## config.mk

```make
export PLATFORM = sky130hd
export DESIGN_NAME = piezo_tone_gen
export DESIGN_NICKNAME = d
export VERILOG_FILES = /design/src/rtl/piezo_tone_pkg.sv /design/src/rtl/piezo_tick_div.sv /design/src/rtl/piezo_tone_gen.sv
export SDC_FILE = /design/constraint.sdc
export NUM_CORES = 1
export LEC_CHECK = 0
export ABC_AREA = 1
export CORE_MARGIN = 3
export CORE_UTILIZATION = 40
export DETAILED_ROUTE_END_ITERATION = 8
export SYNTH_ARGS = -nofsm -noshare
export SYNTH_HDL_FRONTEND = slang
export SYNTH_SLANG_ARGS = --single-unit
```

## constraint.sdc

```tcl
create_clock -name clock -period 2.47 [get_ports clock]
set_clock_uncertainty 0.2 [all_clocks]
set_input_delay 0.3705 -clock clock [delete_from_list [all_inputs] [get_ports clock]]
set_output_delay 0.3705 -clock clock [all_outputs]
set_load 0.005 [all_outputs]
```

## src/rtl/piezo_tone_pkg.sv

```systemverilog
// Shared note table, state encoding and helpers for the piezo tone generator.
package piezo_tone_pkg;

   localparam int NOTE_COUNT = 13;
   localparam logic [3:0] NOTE_NONE = 4'hF;

   typedef enum logic [1:0] {
      SILENT,
      GAP,
      PLAY
   } tone_state_t;

   // Half-periods in 1 us ticks, C4 through C5 chromatic.
   function automatic logic [10:0] half_period(input logic [3:0] n);
      logic [10:0] hp;
      case (n)
         4'd0:    hp = 11'd1911;
         4'd1:    hp = 11'd1804;
         4'd2:    hp = 11'd1703;
         4'd3:    hp = 11'd1607;
         4'd4:    hp = 11'd1517;
         4'd5:    hp = 11'd1432;
         4'd6:    hp = 11'd1351;
         4'd7:    hp = 11'd1276;
         4'd8:    hp = 11'd1204;
         4'd9:    hp = 11'd1136;
         4'd10:   hp = 11'd1073;
         4'd11:   hp = 11'd1012;
         4'd12:   hp = 11'd956;
         default: hp = 11'd1911;
      endcase
      return hp;
   endfunction

   function automatic logic [3:0] first_set(input logic [12:0] b);
      logic [3:0] r;
      r = NOTE_NONE;
      for (int i = NOTE_COUNT - 1; i >= 0; i--) begin
         if (b[i]) r = 4'(i);
      end
      return r;
   endfunction

endpackage

```

## src/rtl/piezo_tick_div.sv

```systemverilog
// Free-running prescaler producing a one-clock tick every PRESCALE clocks.
module piezo_tick_div #(
   parameter int PRESCALE = 50
) (
   input  logic clock,
   input  logic reset,
   output logic tick
);

   localparam int W = (PRESCALE > 1) ? $clog2(PRESCALE) : 1;
   localparam logic [W-1:0] LAST = W'(PRESCALE - 1);

   logic [W-1:0] cnt;

   always_ff @(posedge clock) begin
      if (!reset)
         cnt <= '0;
      else if (cnt == LAST)
         cnt <= '0;
      else
         cnt <= cnt + W'(1);
   end

   assign tick = (cnt == LAST);

endmodule

```

## src/rtl/piezo_tone_gen.sv

```systemverilog
// One-hot note to piezo square wave with a silent gap on every note change.
// Optional PIEZO_OCTAVE_UP_EN adds an octave_up input halving the half-period.
module piezo_tone_gen
   import piezo_tone_pkg::*;
#(
   parameter int PRESCALE  = 50,
   parameter int GAP_TICKS = 1000
) (
   input  logic        clock,
   input  logic        reset,
   input  logic [12:0] beat,
   input  logic        enable,
`ifdef PIEZO_OCTAVE_UP_EN
   input  logic        octave_up,
`endif
   output logic        piezo,
   output logic        tone_active,
   output logic [3:0]  note_idx
);

   localparam logic [15:0] GAP_LAST =
      (GAP_TICKS > 0) ? 16'(GAP_TICKS - 1) : 16'd0;

   logic [12:0] beat_q;
   logic        en_q;
   logic        tick;
   logic [3:0]  sel;
   logic [10:0] hp_eff;
   logic        changed;
   logic        enter;

   tone_state_t state, state_n;
   logic [3:0]  cur_note, cur_n;
   logic [15:0] gap_cnt, gap_n;
   logic [10:0] hp_cnt, hp_n;
   logic        piezo_n;

   piezo_tick_div #(.PRESCALE(PRESCALE)) u_div (
      .clock (clock),
      .reset (reset),
      .tick  (tick)
   );

   assign sel = first_set(beat_q);

`ifdef PIEZO_OCTAVE_UP_EN
   logic oct_q, oct_cur, oct_n;

   always_ff @(posedge clock) begin
      if (!reset) begin
         oct_q   <= 1'b0;
         oct_cur <= 1'b0;
      end else begin
         oct_q   <= octave_up;
         oct_cur <= oct_n;
      end
   end

   assign hp_eff  = oct_cur ? (half_period(cur_note) >> 1)
                            : half_period(cur_note);
   assign changed = (sel != cur_note) || (oct_q != oct_cur);
`else
   assign hp_eff  = half_period(cur_note);
   assign changed = (sel != cur_note);
`endif

   always_comb begin
      state_n = state;
      cur_n   = cur_note;
      gap_n   = gap_cnt;
      hp_n    = hp_cnt;
      piezo_n = piezo;
      enter   = 1'b0;
`ifdef PIEZO_OCTAVE_UP_EN
      oct_n   = oct_cur;
`endif
      if (!en_q || sel == NOTE_NONE) begin
         state_n = SILENT;
         gap_n   = '0;
         hp_n    = '0;
         piezo_n = 1'b0;
      end else begin
         unique case (state)
            SILENT: enter = 1'b1;
            GAP: begin
               if (changed)
                  enter = 1'b1;
               else if (tick && gap_cnt == GAP_LAST) begin
                  state_n = PLAY;
                  hp_n    = '0;
                  piezo_n = 1'b0;
               end else if (tick)
                  gap_n = gap_cnt + 16'd1;
            end
            PLAY: begin
               if (changed)
                  enter = 1'b1;
               else if (tick && hp_cnt == hp_eff - 11'd1) begin
                  hp_n    = '0;
                  piezo_n = ~piezo;
               end else if (tick)
                  hp_n = hp_cnt + 11'd1;
            end
            default: state_n = SILENT;
         endcase
      end
      // A zero-length gap re-enters PLAY directly with counters cleared.
      if (enter) begin
         cur_n   = sel;
         gap_n   = '0;
         hp_n    = '0;
         piezo_n = 1'b0;
         state_n = (GAP_TICKS == 0) ? PLAY : GAP;
`ifdef PIEZO_OCTAVE_UP_EN
         oct_n   = oct_q;
`endif
      end
   end

   always_ff @(posedge clock) begin
      if (!reset) begin
         beat_q   <= '0;
         en_q     <= 1'b0;
         state    <= SILENT;
         cur_note <= NOTE_NONE;
         gap_cnt  <= '0;
         hp_cnt   <= '0;
         piezo    <= 1'b0;
      end else begin
         beat_q   <= beat;
         en_q     <= enable;
         state    <= state_n;
         cur_note <= cur_n;
         gap_cnt  <= gap_n;
         hp_cnt   <= hp_n;
         piezo    <= piezo_n;
      end
   end

   assign tone_active = (state == PLAY);
   assign note_idx    = (state == SILENT) ? NOTE_NONE : cur_note;

endmodule

```

==> results of run 1 <==
## per-layer routing
metal  vias to the layer above  routed length (um)  track usage, %
li1                       1711                   -               -
met1                      1490                3860            20.8
met2                        44                3860            26.0
met3                        12                 237            3.47
met4                         0                 136            6.63
met5                         -                   0               0
## Yosys cell counts (2+ instances only)
library cell,instances,area [um2]
o211ai_1,2,15.0
or2_2,3,18.8
nand3_2,2,20.0
nor3_1,12,60.1
nand2_4,2,22.5
nand3_1,34,170
a21oi_1,23,115
o21ai_0,6,30.0
nor2_2,10,62.6
and3_1,2,12.5
nand2_1,112,420
nand3_4,3,52.6
nor3b_1,2,15.0
dfxtp_1,65,1300
o21ai_1,4,20.0
inv_1,65,244
o21a_1,5,37.5
nand2_2,4,25.0
nor2_1,34,128
inv_2,5,18.8
buf_2,2,10.0
ha_1,17,213
nand4_1,14,87.6
xnor2_1,13,114
nor4_1,7,43.8
xor2_1,19,166
clkbuf_1,3,11.3
## report_power, final
group / switching, mW / total, mW / internal, mW / leakage [nW]
registers: 0.0327 / 1.12 / 1.09 / 0.533
clock network: 0.407 / 0.794 / 0.388 / 0.0891
logic: 0.198 / 0.380 / 0.183 / 1.44
total: 0.637 / 2.30 / 1.66 / 2.06
## stage by stage
step                      hold WS [ns]  util (%)  TNS, ns
after floorplan                  0.233         -        0
after global placement           0.250      48.5  -0.0719
after global routing             0.305      55.6   -10.62
after CTS                        0.282      52.1   -0.496
final                            0.284      55.6    -1.73
after detailed placement         0.264      48.5   -0.661
## area by class of cell
| class | count | area (um2) |
|---|---|---|
| timing repair buffer | 74 | 631 |
| multi-input combinational | 342 | 2170 |
| sequential | 65 | 1310 |
| tap | 105 | 131 |
| inverter | 72 | 279 |
| clock buffer | 11 | 141 |
| fill | 789 | 3740 |
| clock inverter | 5 | 31.3 |
## state kept, by name (all words and copies together) (netlist names)
name and count:
u_div.cnt 6, en_q 1, hp_eff 11, piezo 1
gap_cnt 16, state 2, hp_cnt 11, cur_note 4
beat_q 13
## tightest hold or removal path, stage by stage (launching register included)
cell      delay (ns)
dfxtp_1         0.31
inv_1           0.07
a211oi_1        0.06
## timing repair
item / 4_1_cts / 5_1_grt
endpoints found under the hold margin: 0 / 0
pin swaps: 11 / 20
gates resized for setup: 27 / 37
endpoints found under the setup margin: 9 / 44
buffers inserted: 5 / 17
hold buffers: 0 / 0
cloned: 0 / 2
## worst max path at each step
stage | end | cells past startpoint | start
finish | gap_cnt[12]$_SDFFE_PP0P_ | 20 | beat_q[8]$_SDFF_PN0_
global route | hp_eff[1]$_DFF_P_ | 27 | beat_q[11]$_SDFF_PN0_
CTS | hp_eff[7]$_DFF_P_ | 22 | beat_q[8]$_SDFF_PN0_
detailed placement | hp_eff[7]$_DFF_P_ | 27 | beat_q[11]$_SDFF_PN0_
global placement | hp_eff[9]$_DFF_P_ | 25 | beat_q[11]$_SDFF_PN0_
floorplan | hp_eff[0]$_DFF_P_ | 19 | beat_q[4]$_SDFF_PN0_
## kinds of logic after synthesis
logic type,count (synthesis),synth area share [%]
AND/OR/NAND/NOR,244,32.9
adder cells (fa/ha/maj),17,5.99
buffers and inverters,79,8.78
flip-flops,65,36.7
multiplexers,1,0.282
XOR/XNOR,32,7.90
AO/OA/AOI/OAI,46,7.44
==> impl.org, run 1 <==
** Run
- Max-capacitance violation count :: 0

** Global route
- Wire length of the first global-routing pass :: 13,000 um
- Pin count of the biggest net entering global routing :: 19
- Global routing finished with a remaining overflow of 0.
- Via count of the first global-routing pass :: 2,947
- The number of antenna violations at the first check in global routing was 0.
- GRT Util Overall :: 16.1%

** Placement
- Post-placement worst setup slack :: -0.116 ns
- Number of buffer cells added on primary ports :: 21
- # placed instances :: 634
- After detailed placement, the total cell area comes to 4090 um2.
- Placer Congestion :: 0.804
- Detailed placement finished with a half-perimeter wire length of 5640 um.

** Clock tree
- Insertion delay of the later-clocked pin in the worst-skew pair :: 0.34 ns
- After clock tree synthesis, the clock-pin slew on the worst setup and hold paths is 0.07 ns.
- Clock Tree Root :: clkbuf_8
- The clock passes through at most 2 buffers.
- Clock Sinks :: 65
- TritonCTS built the clock tree.
- The H-tree generated during clock tree synthesis spans 3 levels.
- Buffers inserted during clock tree synthesis total 9.

** Critical path
- Reg2reg end :: gap_cnt[12]$_SDFFE_PP0P_
- On the worst path, the slowest cell contributes a delay of 0.33 ns.
- Of all nets on the critical path, the largest fanout is 3.
- The worst setup path is captured at a register.
- Worst Path Buf+Inv :: 4
- Crit-path leading delay family :: simple AND/OR/NAND/NOR gates
- CP Data Required Time :: 2.51 ns
- Worst setup SP type :: register
- The critical path in this run is classified as reg2reg.
- Among all stages on the critical path, the largest delay is contributed by dfxtp_2.
- R2R Setup Slk :: -0.12 ns
- Cells on worst reg2reg path :: 20
- Cell-by-cell listing of the critical path :: nor2_2 -> nand3_1 -> nand3_1 -> nand2_2 -> clkinv_2 -> nand2_1 -> a21oi_1 -> o21ai_1 -> nor2_2 -> nand3_2 -> buf_4 -> buf_4 -> buf_4 -> nor2_4 -> nand2_2 -> nor2_4 -> nand2_1 -> nor2_2 -> a21oi_1 -> o21a_1
- Data on the critical path arrives at its endpoint at 2.63 ns.
- Launching point of the worst reg2reg path :: beat_q[8]$_SDFF_PN0_

** Floorplanning
- The initial utilization of the core area, before any placement, comes to 42.1%.
- Placeable Area :: 8420 um2
- Die Outline Area :: 10,000 um2
- Pin placement for this block handled 22 I/O pins.
- Die height :: 100 um
- DIE WIDTH :: 100 um
- FP Rows :: 33

** STA
- The count of endpoints failing hold in the final timing report was 0.
- Worst slew pin tran :: 0.646 ns
- Post-layout minimum cycle time :: 2.59 ns
- The max-slew violation count was 0.
- In this run the tightest slew margin relative to its limit is 56.9%.
- Once routing completed, OpenROAD measured the worst setup slack at -0.121 ns.
- Static timing analysis puts the maximum clock frequency at 0.386 GHz.
- Portion of the clock cycle consumed by the worst path in the final layout :: 105%
- Setup repair after global routing could not meet its margin everywhere.
- Final Setup Violations :: 28

** Hold path
- The min-delay analysis places its worst path in the category reg2reg.
- The worst hold path begins at piezo$_SDFFE_PP0P_.
- The worst hold path terminates at piezo$_SDFFE_PP0P_.
- The worst hold path passes through 2 cells.

** Final layout
- Final standard cell count with taps included and fillers excluded :: 674
- Synth-to-layout area growth :: 32.1%
- Of the cells placed in the final design, the portion with a size suffix greater than 1 is 25.3%.
- The library cell used most frequently in the layout, excluding fill and tap cells, is nand2_1.
- 0 antenna diodes ended up in the layout.
- After routing the design area is 4690 um2.
- Commonest cells after routing, fill and taps aside :: 101 x nand2_1, 62 x dfxtp_1, 59 x inv_1
- Total Nets Final :: 597

** Routing
- After detailed routing, the average wire length per cell comes to 12.0 um.
- Dividing the detail-routed via count by the number of cells gives 4.83.
- Antenna Violating Nets Remaining :: 0
- The first routing iteration left 86 violations.
- Detailed-routing iteration count for the pre-antenna-repair pass :: 4
- After detailed routing, the number of remaining DRC violations is 0.
- The routed design has 8100 um of wire.
- Via count :: 3,257

** Logic synthesis
- Count of unique library cells instantiated by Yosys :: 41
- For this run, asynchronously set or reset flops after synthesis account for 0%.
- The Yosys step of the flow raised 0 warnings.
- Counting every instance in the synthesized netlist gives 484.
- Number of flops mapped to enable cells by yosys :: 0
- Counting every net in the synthesized netlist gives 517.
- For this run, the register share of the synthesized area comes to 36.7%.
- Main flop type after synthesis :: dfxtp_1
- FF+latch count, synth :: 65
- Syn Std Cell Area :: 3550 um2
- Dividing the synthesized area by the synthesized cell count gives 7.33 um2.

** Power
- After layout, the design draws a total of 2.30 mW.
- Dividing total power by cell area gives a power density of 490 nW/um2.
- IR drop worst, VDD :: 0.263 mV
- LEAKAGE :: 2.06 nW

** Outcome
- The final reports fail on negative setup slack.
- Outcome :: complete, but fails checks
No activity file was read; power rests on OpenSTA's default activity.
==> run 2, diff against run 1 <==
--- a/config.mk
+++ b/config.mk
@@ -6,9 +6,11 @@
 export NUM_CORES = 1
 export LEC_CHECK = 0
 export ABC_AREA = 1
+export CAP_MARGIN = 10
 export CORE_MARGIN = 3
 export CORE_UTILIZATION = 40
 export DETAILED_ROUTE_END_ITERATION = 8
+export SETUP_SLACK_MARGIN = 0.15
 export SYNTH_ARGS = -nofsm -noshare
 export SYNTH_HDL_FRONTEND = slang
 export SYNTH_SLANG_ARGS = --single-unit
==> run 2 against run 1 <==
  * The run still ends with negative setup slack left
  * Worst hold slack got worse by 0.033 ns
  * Non-clock buffer count decreased by 2
  * Via count rose by 3.3%
  * Power grew 5.5%
  * Wire length rose by 9.5%
  * Critical path depth is the same
  * Combinational power up 8.4%
  * Count of clock-buffer cells in the layout shrank 1
  * Cell count down 0.30%
==> impl.org, run 2 (synthesized netlist as in run 1, its figures left out) <==
** Power
- The fraction of power consumed by combinational cells was 17.0% (+0.5 points).
- Clock network power share :: 36.5% (+1.9 points)
- Sequential fraction of design power :: 46.5% (-2.4 points)
- The design internal power was 1.75 mW (+5.2%).
- Areal power density over the cells :: 495 nW/um2 (+1.0%)
- LEAKAGE :: 2.09 nW (+1.7%)
- IR drop worst, VDD :: 0.242 mV (-8.0%)
- The overall power is 2.42 mW (+5.5%).
- Switching Power :: 0.676 mW (+6.2%)
- Net switching share of the total power :: 27.9% (+0.19 points)

** Global route
- Via count of the first global-routing pass :: 3,186 (+8.1%)
- Wire length of the first global-routing pass :: 14,300 um (+10%)
- The number of antenna violations at the first check in global routing is 0 (unchanged).
- The all-layer global routing usage is 17.5% (+1.5 points).
- Total congestion overflow :: 0 (unchanged)
- The pin count of the biggest net entering global routing was 14 (-5).

** Clock tree
- The count of hold buffers inserted by post-cts repair is 0 (unchanged).
- The insertion delay to the later sink of the worst-skew pair was 0.34 ns (about the same).
- Clock-pin slew on the worst setup and hold paths :: 0.08 ns (about the same)
- Clock Tree Root :: clkbuf_8
- Clock Sinks :: 65 (unchanged)
- Number of buffers added by the clock tree synthesis step :: 9 (unchanged)
- H-tree level count :: 3 (unchanged)
- TritonCTS built the clock tree.
- The buffer levels on the longest clock path came to 2 (unchanged).

** Final layout
- Largest registers :: gap_cnt: 16 flops, beat_q: 13 flops
- Leaving out fill and tap cells, the most frequent cells in the layout are 97 x nand2_1, 56 x inv_1, 56 x dfxtp_1.
- The flip-flop count of the largest register after layout came to 16 (unchanged).
- Leaving out fill and tap cells, the most frequent cell in the layout is nand2_1.
- Fillers :: 790 (+0.13%)
- Fraction of final layout cells with drive strength greater than 1 :: 31.6% (+6.3 points)
- Largest Register :: gap_cnt
- The number of nets in the finished design is 595 (-0.34%).
- Ant. Diodes :: 0 (unchanged)
- Synth-to-layout area growth :: 37.9%
- Utilization of the core after routing :: 58.1% (+2.5 points)

** Routing
- Via-to-Cell Ratio :: 5.00 (+3.6%)
- Initial drt markers :: 91 (+5.8%)
- The overall via count from detail_route was 3,363 (+3.3%).
- The routed length per placed instance was 13.2 um (+9.8%).
- The detailed-router iteration count before antenna repair came to 4 (unchanged).
- DRC violation count after routing :: 0 (unchanged)
- The final routed wirelength across all metal layers came to 8870 um (+9.5%).
- The count of antenna-violating nets left after detailed routing was 0 (unchanged).

** Floorplanning
- DIE WIDTH :: 100 um (unchanged)
- Number of primary I/O pins :: 22 (unchanged)
- FP Rows :: 33 (unchanged)
- The core area was 8420 um2 (unchanged).
- Die Outline Area :: 10,000 um2 (unchanged)
- Starting utilization of the core area :: 42.1% (unchanged)
- Die height :: 100 um (unchanged)

** STA
- The ratio of final minimum period to clock period was 109% (+4.0 points).
- The final critical path time including I/O delays and setup is 2.69 ns (+0.0998 ns).
- The slack of the critical path came to -0.220 ns (-0.0998 ns).
- The count of endpoints failing hold in the final timing report was 0 (unchanged).
- Setup repair after global routing could not meet its margin everywhere.
- Final Setup Violations :: 11 (-61%)
- Maximum clock frequency :: 0.372 GHz (-3.7%)
- Worst Hold Slack :: 0.252 ns (-0.0326 ns)
- The transition time at the pin with the least slew margin is 0.538 ns (-0.108 ns).
- The max-slew violation count is 0 (unchanged).
- Worst rel slew slack :: 63.8% (+6.9 points)

** Outcome
- The run finished, with violations left.
- The final reports fail on negative setup slack.

** Hold path
- Path type of the worst min-delay path :: reg2reg

** Placement
- The placed wire-length estimate after detailed placement came to 5760 um (+2.1%).
- The last weighted congestion value of the routability-driven placer is 0.841 (+4.6%).
- Number of buffer cells added on primary ports :: 21 (unchanged)

** Critical path
- The critical path in this run is classified as reg2reg.
- Max Fanout on Critical Path :: 5 (+2)
- Worst setup SP type :: register
- The required time reported for the critical path endpoint is 2.54 ns (+0.03 ns).
- The signal arrival time at the worst endpoint came to 2.76 ns (+0.13 ns).
- STA classifies the critical path endpoint as a register.

** Run
- Max-capacitance violation count :: 0 (unchanged)
run 2: metal layers:
metal,GRT usage (%),part of all wire (%),up-vias,wire length [um]
li1,-,-,1715,-
met1,22.3,45,1555,3970
met2,29.1,49,73,4350
met3,3.13,3.6,20,316
met4,7.67,2.6,0,229
met5,0,0,-,0
run 2: stage by stage:
stage / cell area, um2 / std cells / setup WS (ns) / setup TNS [ns]
finish: 4890 / 672 / -0.220 / -1.36
global route: 4890 / 672 / -0.363 / -4.70
CTS: 4510 / 658 / -0.0491 / -0.137
detailed placement: 4050 / 626 / -0.0811 / -0.399
global placement: 4050 / 626 / -0.00254 / -0.00254
floorplan: 3570 / 484 / 0.0795 / 0
run 2: path summary, 6_finish.rpt:
path                                              start                      end  slack, ns  cells past startpoint
worst max-delay path               beat_q[1]$_SDFF_PN0_        hp_eff[6]$_DFF_P_      -0.22                     20
worst min-delay path            u_div.cnt[0]$_SDFF_PP0_  u_div.cnt[0]$_SDFF_PP0_       0.25                      1
worst max register to register     beat_q[1]$_SDFF_PN0_        hp_eff[6]$_DFF_P_      -0.22                     20
worst min register to register  u_div.cnt[0]$_SDFF_PP0_  u_div.cnt[0]$_SDFF_PP0_       0.25                      1
run 2: power groups by stage:
stage	sequential (mW)	clock, mW	combinational (mW)
floorplan	1.14	0	0.208
global placement	1.15	0	0.286
detailed placement	1.15	0	0.293
CTS	1.13	0.907	0.350
global route	1.13	0.952	0.454
finish	1.13	0.885	0.412
run 2: critical path, cell delays in order, from the launching register on:
cell	delay, ns
dfxtp_2	0.32
inv_2	0.05
nand4_1	0.19
inv_1	0.12
nand2_2	0.07
clkinv_2	0.05
nand2_2	0.04
a21oi_2	0.13
o21ai_2	0.07
nor2_2	0.09
nand3_2	0.09
nand2_2	0.08
nand2_4	0.07
buf_4	0.14
buf_4	0.12
nand4_2	0.12
nand3_4	0.14
buf_4	0.18
nand2_1	0.13
nand3_2	0.11
nand2_1	0.12
run 2: cell type report:
type | count | area, um2 | share of cell area (%)
clock buffers | 10 | 128 | 2.61
clock inverters | 6 | 58.8 | 1.20
inverters | 72 | 279 | 5.70
multi-input cells | 342 | 2330 | 47.6
flip-flops and latches | 65 | 1310 | 26.8
well taps | 105 | 131 | 2.68
repair buffers | 72 | 653 | 13.3
run 2: timing repair:
item | 4_1_cts | 5_1_grt
cloned | 2 | 0
pin swaps | 18 | 45
setup buffers | 14 | 14
endpoints found under the setup margin | 30 | 42
gates resized for setup | 39 | 70
==> run 3, diff against run 2 <==
--- a/config.mk
+++ b/config.mk
@@ -6,10 +6,11 @@
 export NUM_CORES = 1
 export LEC_CHECK = 0
 export ABC_AREA = 1
-export CAP_MARGIN = 10
+export CAP_MARGIN = 20
 export CORE_MARGIN = 3
 export CORE_UTILIZATION = 40
 export DETAILED_ROUTE_END_ITERATION = 8
+export GPL_ROUTABILITY_DRIVEN = 0
 export SETUP_SLACK_MARGIN = 0.15
 export SYNTH_ARGS = -nofsm -noshare
 export SYNTH_HDL_FRONTEND = slang
==> results of run 3 <==
Same layout as run 2: the final DEF is identical, and so are final timing and power.
==> patch (config.mk and constraints of run 2) <==
`PRESCALE` is set to 50 in 2 places; all go to 25.
--- a/src/rtl/piezo_tick_div.sv
+++ b/src/rtl/piezo_tick_div.sv
@@ -1,6 +1,6 @@
 // Free-running prescaler producing a one-clock tick every PRESCALE clocks.
 module piezo_tick_div #(
-   parameter int PRESCALE = 50
+   parameter int PRESCALE = 25
 ) (
    input  logic clock,
    input  logic reset,
--- a/src/rtl/piezo_tone_gen.sv
+++ b/src/rtl/piezo_tone_gen.sv
@@ -3,7 +3,7 @@
 module piezo_tone_gen
    import piezo_tone_pkg::*;
 #(
-   parameter int PRESCALE  = 50,
+   parameter int PRESCALE  = 25,
    parameter int GAP_TICKS = 1000
 ) (
    input  logic        clock,
Check against the original RTL: no difference found for any inputs over 10 cycles, from zero or initial values and one cycle with reset low; that may be too few to reach the edited logic, so the function may still have changed.
==> patch against run 2 <==
  * The flow still finishes with violations (negative setup slack)
  * Setup slack improved by 0.083 ns
  * Final area increased by 3.7%
  * Core utilization increased by 2.1 points
  * Sequential cell count decreased by 1
  * Routed wire length decreased by 1.6%
  * Power increased by 2.0%
  * Area after synthesis increased by 0.49%
  * Via count decreased by 1.3%
  * Critical path type unchanged
==> patch: results (changes against run 2) <==
total track usage=16.7% (was 17.5%); Avg Cell Area, Syn=7.17 um2 (was 7.33 um2); Synth area leaders=dfxtp_1, nand2_1, inv_1, ha_1, xor2_1 (was dfxtp_1, nand2_1, inv_1, ha_1, nand3_1); Nets=615 (was 595); relative slew slack=59.7% (was 63.8%); register area share after synthesis=35.9% (was 36.7%); Vias=3318 (was 3363); failing checks=negative setup slack (unchanged); vias in the first global route=3087 (was 3186); Arr. time, crit path=2.64 ns (was 2.76 ns); endpoints failing setup=20 (was 11); outcome=complete, but fails checks (unchanged); Post-synth top cells=nand2_1, inv_1, dfxtp_1 (was nand2_1, dfxtp_1, inv_1); CP Max Fanout=6 (was 5); first-pass GRT wire length=13400 um (was 14300 um); gp weighted congestion=0.841 (about the same); Syn Nets=530 (was 517); proportion of layout cells with a drive suffix above 1=33.6% (was 31.6%); reg2reg start=beat_q[7] (was beat_q[1]); placed cells=636 (was 626); leak pwr=2.19 nW (was 2.09 nW); slowest stage delay, CP=0.34 ns (was 0.32 ns); 1st-iter DRT viols=161 (was 91); top flop regs=gap_cnt (16), beat_q (13) (unchanged); Setup TNS Final=-1.19 ns (was -1.36 ns); final setup margin=-0.138 ns (was -0.220 ns); maximum vdd drop=0.287 mV (was 0.242 mV); WL per Instance=12.6 um (was 13.2 um); Unique masters post-synth=38 (was 41); Detailed Place HPWL=5420 um (was 5760 um); Total Wirelength=8720 um (was 8870 um); pin count of the biggest net entering global routing=19 (was 14); Sw Ratio=27.2% (was 27.9%)
[patch: final cells by class]
type / instances / area (um2)
fillers: 742 / 3350
multi-input cells: 344 / 2360
flip-flops and latches: 64 / 1300
repair buffers: 79 / 761
inverters: 84 / 327
clock buffers: 13 / 159
well taps: 105 / 131
clock inverters: 3 / 40.0
[patch: routing by layer]
layer  track usage, %  wire length (um)
met1             19.1              3680
met2             28.4              4520
met3             4.59               309
met4             8.39               216
met5                0                 0
[patch: logic make-up (layout without fill, tap and decap cells)]
| logic type | after synthesis | in the layout | synth area share, % |
|---|---|---|---|
| AOI/OAI and AO/OA | 42 | 42 | 6.53 |
| xor gates and xnor gates | 26 | 26 | 6.39 |
| adders and majority gates | 17 | 17 | 5.96 |
| buffers and inverters | 91 | 179 | 9.86 |
| DFF | 64 | 64 | 35.9 |
| and+or+nand+nor | 257 | 259 | 35.3 |
[patch: through the flow]
step | instance area (um2) | utilization, % | hold WS (ns) | setup WS, ns | power, W
3_3_place_gp | 4050 | 48.1 | 0.244 | -0.0163 | 0.00142
3_5_place_dp | 4050 | 48.1 | 0.251 | -0.0582 | 0.00143
2_1_floorplan | 3600 | - | 0.230 | 0.108 | 0.00134
6_report | 5070 | 60.2 | 0.259 | -0.138 | 0.00247
5_1_grt | 5070 | 60.2 | 0.289 | -0.320 | 0.00259
4_1_cts | 4720 | 56.0 | 0.269 | -0.0192 | 0.00244
[patch: power groups by stage]
stage / registers (W) / clock network, W / logic (W)
final: 0.00111 / 0.000925 / 0.000432
after global routing: 0.00112 / 0.000995 / 0.000475
after CTS: 0.00111 / 0.000963 / 0.000366
after detailed placement: 0.00113 / 0 / 0.000297
after global placement: 0.00113 / 0 / 0.000293
after floorplan: 0.00112 / 0 / 0.000218
[patch: timing repair]
action                                  in CTS  in global routing
endpoints found under the setup margin      33                 45
resized for setup                           83                 56
hold endpoints to repair                     0                  0
setup buffers                               22                 15
pin swaps                                   41                 24
gates cloned                                 2                  1
hold buffers                                 0                  0
[patch: path summary, 6_finish.rpt]
| kind | end | slack (ns) | cells after the start |
|---|---|---|---|
| setup / recovery | hp_eff[9] | -0.14 | 21 |
| hold / removal | u_div.cnt[0] | 0.26 | 1 |
| setup reg to reg | hp_eff[9] | -0.14 | 21 |
| hold reg to reg | u_div.cnt[0] | 0.26 | 1 |
